$ cat config.mk
export PLATFORM = sky130hd
export DESIGN_NAME = pipe_skid_reg
export DESIGN_NICKNAME = d
export VERILOG_FILES = /design/src/rtl/pipe_skid_reg.sv
export SDC_FILE = /design/constraint.sdc
export NUM_CORES = 1
export LEC_CHECK = 0
export ABC_AREA = 1
export CAP_MARGIN = 20
export CELL_PAD_IN_SITES_DETAIL_PLACEMENT = 0
export CELL_PAD_IN_SITES_GLOBAL_PLACEMENT = 1
export CORE_MARGIN = 2
export CORE_UTILIZATION = 30
export CTS_CLUSTER_DIAMETER = 120
export DETAILED_ROUTE_END_ITERATION = 16
export GPL_TIMING_DRIVEN = 0
export PLACE_DENSITY = 0.65
export SYNTH_ARGS = -nofsm -noshare
export SYNTH_HDL_FRONTEND = slang
export SYNTH_SLANG_ARGS = --single-unit
$ cat constraint.sdc
create_clock -name clk -period 13.8 [get_ports clk]
set_input_delay 1.38 -clock clk [delete_from_list [all_inputs] [get_ports clk]]
set_output_delay 1.38 -clock clk [all_outputs]
set_load 0.05 [all_outputs]
$ cat src/rtl/pipe_skid_reg.sv
// Elastic pipeline register with a valid/ready handshake, a one-entry skid buffer,
// synchronous flush and a wrapping count of completed output handshakes.
module pipe_skid_reg #(
    parameter int unsigned          WIDTH     = 64,
    parameter logic [WIDTH-1:0]     RESET_VAL = {WIDTH{1'b0}},
    parameter int unsigned          CNT_W     = 16
) (
    input  logic             clk,
    input  logic             rst,
    input  logic             flush,
    input  logic             in_valid,
    output logic             in_ready,
    input  logic [WIDTH-1:0] in_data,
    output logic             out_valid,
    input  logic             out_ready,
    output logic [WIDTH-1:0] out_data,
    output logic [CNT_W-1:0] xfer_cnt
);

    typedef enum logic [1:0] {
        ST_EMPTY = 2'd0,
        ST_BUSY  = 2'd1,
        ST_FULL  = 2'd2
    } state_t;

    state_t           state_r;
    state_t           state_nxt_s;
    logic [WIDTH-1:0] main_r;
    logic [WIDTH-1:0] main_nxt_s;
    logic [WIDTH-1:0] skid_r;
    logic [WIDTH-1:0] skid_nxt_s;
    logic             in_ready_r;
    logic             out_valid_r;
    logic [CNT_W-1:0] cnt_r;
    logic             out_hs_s;

    // Next state and next storage contents; flush overrides every transition.
    always_comb begin
        state_nxt_s = state_r;
        main_nxt_s  = main_r;
        skid_nxt_s  = skid_r;
        if (flush) begin
            state_nxt_s = ST_EMPTY;
            main_nxt_s  = RESET_VAL;
            skid_nxt_s  = RESET_VAL;
        end else begin
            case (state_r)
                ST_EMPTY: begin
                    if (in_valid) begin
                        main_nxt_s  = in_data;
                        state_nxt_s = ST_BUSY;
                    end else begin
                        state_nxt_s = ST_EMPTY;
                    end
                end
                ST_BUSY: begin
                    if (in_valid && out_ready) begin
                        main_nxt_s  = in_data;
                        state_nxt_s = ST_BUSY;
                    end else if (in_valid) begin
                        skid_nxt_s  = in_data;
                        state_nxt_s = ST_FULL;
                    end else if (out_ready) begin
                        state_nxt_s = ST_EMPTY;
                    end else begin
                        state_nxt_s = ST_BUSY;
                    end
                end
                ST_FULL: begin
                    // in_ready is low here, so in_valid cannot be accepted.
                    if (out_ready) begin
                        main_nxt_s  = skid_r;
                        state_nxt_s = ST_BUSY;
                    end else begin
                        state_nxt_s = ST_FULL;
                    end
                end
                default: begin
                    state_nxt_s = ST_EMPTY;
                    main_nxt_s  = RESET_VAL;
                    skid_nxt_s  = RESET_VAL;
                end
            endcase
        end
    end

    // State, payload registers and handshake flags, all taken from next state.
    always_ff @(posedge clk or posedge rst) begin
        if (rst) begin
            state_r     <= ST_EMPTY;
            main_r      <= RESET_VAL;
            skid_r      <= RESET_VAL;
            in_ready_r  <= 1'b1;
            out_valid_r <= 1'b0;
        end else begin
            state_r     <= state_nxt_s;
            main_r      <= main_nxt_s;
            skid_r      <= skid_nxt_s;
            in_ready_r  <= (state_nxt_s != ST_FULL);
            out_valid_r <= (state_nxt_s != ST_EMPTY);
        end
    end

    // A handshake coinciding with flush is discarded and therefore not counted.
    assign out_hs_s = out_valid_r & out_ready & ~flush;

    // Output transfer counter; wraps naturally and survives flush.
    always_ff @(posedge clk or posedge rst) begin
        if (rst) begin
            cnt_r <= {CNT_W{1'b0}};
        end else if (out_hs_s) begin
            cnt_r <= cnt_r + {{(CNT_W-1){1'b0}}, 1'b1};
        end else begin
            cnt_r <= cnt_r;
        end
    end

    assign in_ready  = in_ready_r;
    assign out_valid = out_valid_r;
    assign out_data  = main_r;
    assign xfer_cnt  = cnt_r;

endmodule
# After elaboration in Yosys (flattened, before gate mapping)
# Index checks and enable logic that the tools add are counted.
dict set report word_totals {
  register_bits 148
  in_bits 69
  word_cells 40
}
dict set report op_classes {
  n_addsub 1
  eq_ne 9
  n_mux 15
  n_bitwise 3
  n_reduce_logical 6
}
# op count
set op_table {}
lappend op_table {{64-bit 2-to-1 mux} 6}
lappend op_table {{64-bit case mux with 3 select lines} 1}
lappend op_table {{64-bit case mux with 2 select lines} 1}
lappend op_table {{16-bit by 1-bit adder with 16-bit output (second input constant)} 1}
lappend op_table {{3-bit inequality test (second input constant)} 5}
lappend op_table {{2-bit 2-to-1 mux} 4}
lappend op_table {{2-bit case mux with 3 select lines} 1}
lappend op_table {{3-bit AND reduction} 2}
lappend op_table {{1-bit AND} 2}
lappend op_table {{2-bit by 1-bit equality test with 1-bit output (second input constant)} 1}
lappend op_table {{2-bit equality test (second input constant)} 1}
lappend op_table {{2-bit zero test} 1}
lappend op_table {{1-bit 2-to-1 mux} 2}
lappend op_table {{2-bit by 1-bit inequality test with 1-bit output (second input constant)} 1}
lappend op_table {{2-bit inequality test (second input constant)} 1}
lappend op_table {{2-bit nonzero test} 1}
lappend op_table {{2-bit OR reduction} 1}
lappend op_table {{1-bit logical AND} 1}
lappend op_table {{1-bit NOT} 1}

# Depth between registers and ports, before layout
dict set report logic_depth {
  ltp_word 6
  depth_mapped 8
}

# Worst setup path after synthesis
# No wires, ideal clock.
dict set report synth_timing {
  path_kind {input to register}
  start {input in_valid}
  end {register skid_r[10]}
  setup_ps 126
  arrival_ps 2187
  required_ps 13674
  path_slack_ps 11487
  path_stages 7
  n_path_buf 2
  path_cell_list {ha_1 inv_1 nand3_1 nand2_1 buf_2 buf_2 a21oi_1}
}
dict set report synth_between {
  elab_chain_len 3
}
# element line_no
set synth_lines {}
lappend synth_lines {{start: declaration} 11} ;# input logic in_valid,
lappend synth_lines {{1-bit logical AND} 57} ;# if (in_valid && out_ready) begin
lappend synth_lines {{3-bit inequality test (no line)} n/a}
lappend synth_lines {{3-bit AND reduction (no line) *} n/a}
lappend synth_lines {{end signal: assignment} 98} ;# skid_r <= skid_nxt_s;
lappend synth_lines {{end: declaration} 30} ;# logic [WIDTH-1:0] skid_r;
# Mark *: on every way between the ends. The rest lies on a longest branch, timed or not.
# A chain may end at the register's enable or synchronous reset.

# Worst setup path in the final report
dict set report layout_timing {
  start {register cnt_r[6] (netlist: xfer_cnt[6])}
  end {output xfer_cnt[6]}
}
# element line_no
set layout_rtl {}
lappend layout_rtl {{start: declaration} 34} ;# logic [CNT_W-1:0] cnt_r;
lappend layout_rtl {{start signal: assignment} 110} ;# cnt_r <= {CNT_W{1'b0}};
lappend layout_rtl {{start signal: assignment} 112} ;# cnt_r <= cnt_r + {{(CNT_W-1){1'b0}}, 1'b1};
lappend layout_rtl {{start signal: assignment} 114} ;# cnt_r <= cnt_r;
lappend layout_rtl {{end: declaration} 17} ;# output logic [CNT_W-1:0] xfer_cnt
# No word-level cell between the ends.

==> metrics <==
power density over the cells 134 nW/um^2; GRT overflow 0; Total Die Area 24800 um^2; commonest non-fill, non-tap cells in the layout nand2_1 (369), clkdlybuf4s50_1 (150), dfrtp_1 (147), a21oi_1 (130), nor2_1 (80); register area share after synthesis 0.525; first-pass GRT wire length 34.6 mm; number of max-cap violations 0; number of enable flip-flop cells after synthesis 0; Yosys reg bits 148; largest net degree at the start of global routing 79; cts bufs inserted 17; clk sinks 148; synthesized area per cell 7.77 um^2; Port-buffer cells 150; P_sw 0.412 mW; drt drc 0; Area contributors post-synth dfrtp_1 (52%), nand2_1 (20%), a21oi_1 (9.2%), nand3_1 (5.4%), nor2_1 (4.3%); Slew HR 0.596; Critical Path Slowest Stage Cell clkdlybuf4s50_1; critical path class reg -> out; Reg power frac 0.397; fin. max-slew vios 0; clk buf depth 2; drt total wl 21.3 mm; cell area after synthesis 7050 um^2; Worst Hold Class reg -> reg; Yosys top cell area share 0.521; Final Setup Violations 0; gpl congestion 0.754; Hold Path Origin out_data[4]; outcome complete, no violations; distinct cell type count after synthesis 24; drt pass-1 iters 5; commonest non-fill, non-tap cell in the layout nand2_1; final non-filler cell area 9590 um^2; Worst-Margin Slew 0.604 ns; Post CTS Setup Buffer Count 0; via count of the first global-routing pass 6383; # IOs 151; Post-CTS Hold Buffers 0; die height 157 um; fin nets 1150; final worst-path cycle share 0.226; worst path bufs/invs 1; RSZ-0062 raised after global routing no; antenna viol nets, final 0; Site Rows 56; worst r2r src state_r[0]; Starting DRT DRC Count 294; Die Wd 157 um; Vias per Instance 4.51; Int Pwr 0.870 mW; core footprint 23300 um^2; FMAX 320 MHz; Pleak 4.43 nW; WL/cell 15.1 um; DR vias 6352; Post-DP Area 8990 um^2; Setup crit start kind flop; antenna cells 0; setup TNS 0 ns; Logic pwr share 0.229; Fin. Hold Viols 0; Area growth syn-to-layout 35.9%; Clk Latency, worst-skew pair 0.42 ns; share of cells above drive strength 1 0.0807; Post-Synthesis Cells 908; fraction of power spent switching nets 0.322; Fin Clk Skew 0.0144 ns; H-tree levels 4; fin crit period 3.12 ns; ys flop type dfrtp_1; Req. time, crit path 12.42 ns; antenna violations before repair 0; YS warnings 0; Max VDD drop 75.2 uV; CTS tree done; crit end category output pin; Max FO, Critical Path 5; crit path cell chain clkdlybuf4s50_1; syn_nets 980; Root Driver clkbuf_16; slowest stage delay, CP 0.85 ns; Clock transition at path regs 0.07 ns; DP HPWL 14.4 mm; area leader, netlist dfrtp_1; Initial Util 0.303; Worst EP arrival 1.74 ns; ys async rst share 1.00; CP top delay family buffers and inverters; clock network fraction of design power 0.374; post-CTS sizing 0; crit path launch xfer_cnt[6]; GRT Total Usage 0.179
[metrics by stage]
step / hold slack [ns] / utilization / cells / setup slack [ns] / power (mW)
2_1_floorplan: 0.495 / - / 908 / 8.44 / 0.697
3_3_place_gp: 0.463 / 0.385 / 1377 / 5.87 / 0.810
3_5_place_dp: 0.465 / 0.386 / 1378 / 10.56 / 0.812
4_1_cts: 0.481 / 0.412 / 1409 / 10.65 / 1.30
5_1_grt: 0.492 / 0.412 / 1409 / 10.60 / 1.34
6_report: 0.476 / 0.412 / 1409 / 10.68 / 1.28
[layer usage]
| metal | global-route usage | vias to the layer above | share of wire |
|---|---|---|---|
| met5 | 0 | - | 0 |
| met4 | 0.0442 | 0 | 0.010 |
| met3 | 0.0394 | 14 | 0.049 |
| met2 | 0.274 | 138 | 0.45 |
| met1 | 0.258 | 2956 | 0.49 |
| li1 | - | 3244 | - |
[power groups by stage]
stage	Combinational [mW]	Clock (mW)	Sequential, mW
after global placement	0.293	0	0.517
after CTS	0.297	0.492	0.509
final	0.293	0.480	0.509
after detailed placement	0.295	0	0.517
after floorplan	0.0969	0	0.600
after global routing	0.318	0.510	0.516
[final timing paths]
| kind | cells after the start | endpoint | slack (ns) |
|---|---|---|---|
| hold reg to reg | 2 | out_data[4] | 0.48 |
| min in group asynchronous | 2 | out_data[17] | 1.42 |
| setup reg to reg | 6 | out_data[2] | 12.22 |
| max in group asynchronous | 3 | in_ready | 11.55 |
| setup / recovery | 1 | xfer_cnt[6] | 10.68 |
| hold / removal | 2 | out_data[4] | 0.48 |
[synthesized netlist by cell type (2+ instances only)]
cell,n
xor2_1,4
nor2_4,2
a21oi_1,130
nand3_1,76
clkbuf_1,3
inv_2,3
xnor2_1,4
buf_1,9
nand4_1,4
ha_1,3
nor2_1,80
buf_2,35
nand3b_1,4
nand2_1,369
inv_1,15
buf_4,8
buf_6,6
dfrtp_1,147
[cells by family after synthesis]
| logic type | synth area share |
|---|---|
| AO/OA/AOI/OAI | 0.0929 |
| XOR/XNOR | 0.00993 |
| adder cells (fa/ha/maj) | 0.00532 |
| buffers and inverters | 0.0589 |
| flip-flops | 0.525 |
| AND/OR/NAND/NOR | 0.308 |
[sequential cells by signal, indices dropped and copies added, names as in the netlist]
register	count
out_data	64
state_r	2
xfer_cnt	16
skid_r	64
out_valid	1
in_ready	1
[cell type report]
class / count / area (um^2)
fill: 2449 / 13700
sequential: 148 / 3700
inverter: 18 / 75.1
multi-input combinational: 681 / 2930
clock inverter: 11 / 153
timing repair buffer: 151 / 1530
tap: 319 / 399
buffer: 61 / 348
clock buffer: 20 / 447
Power figures use the tool's default switching activity.
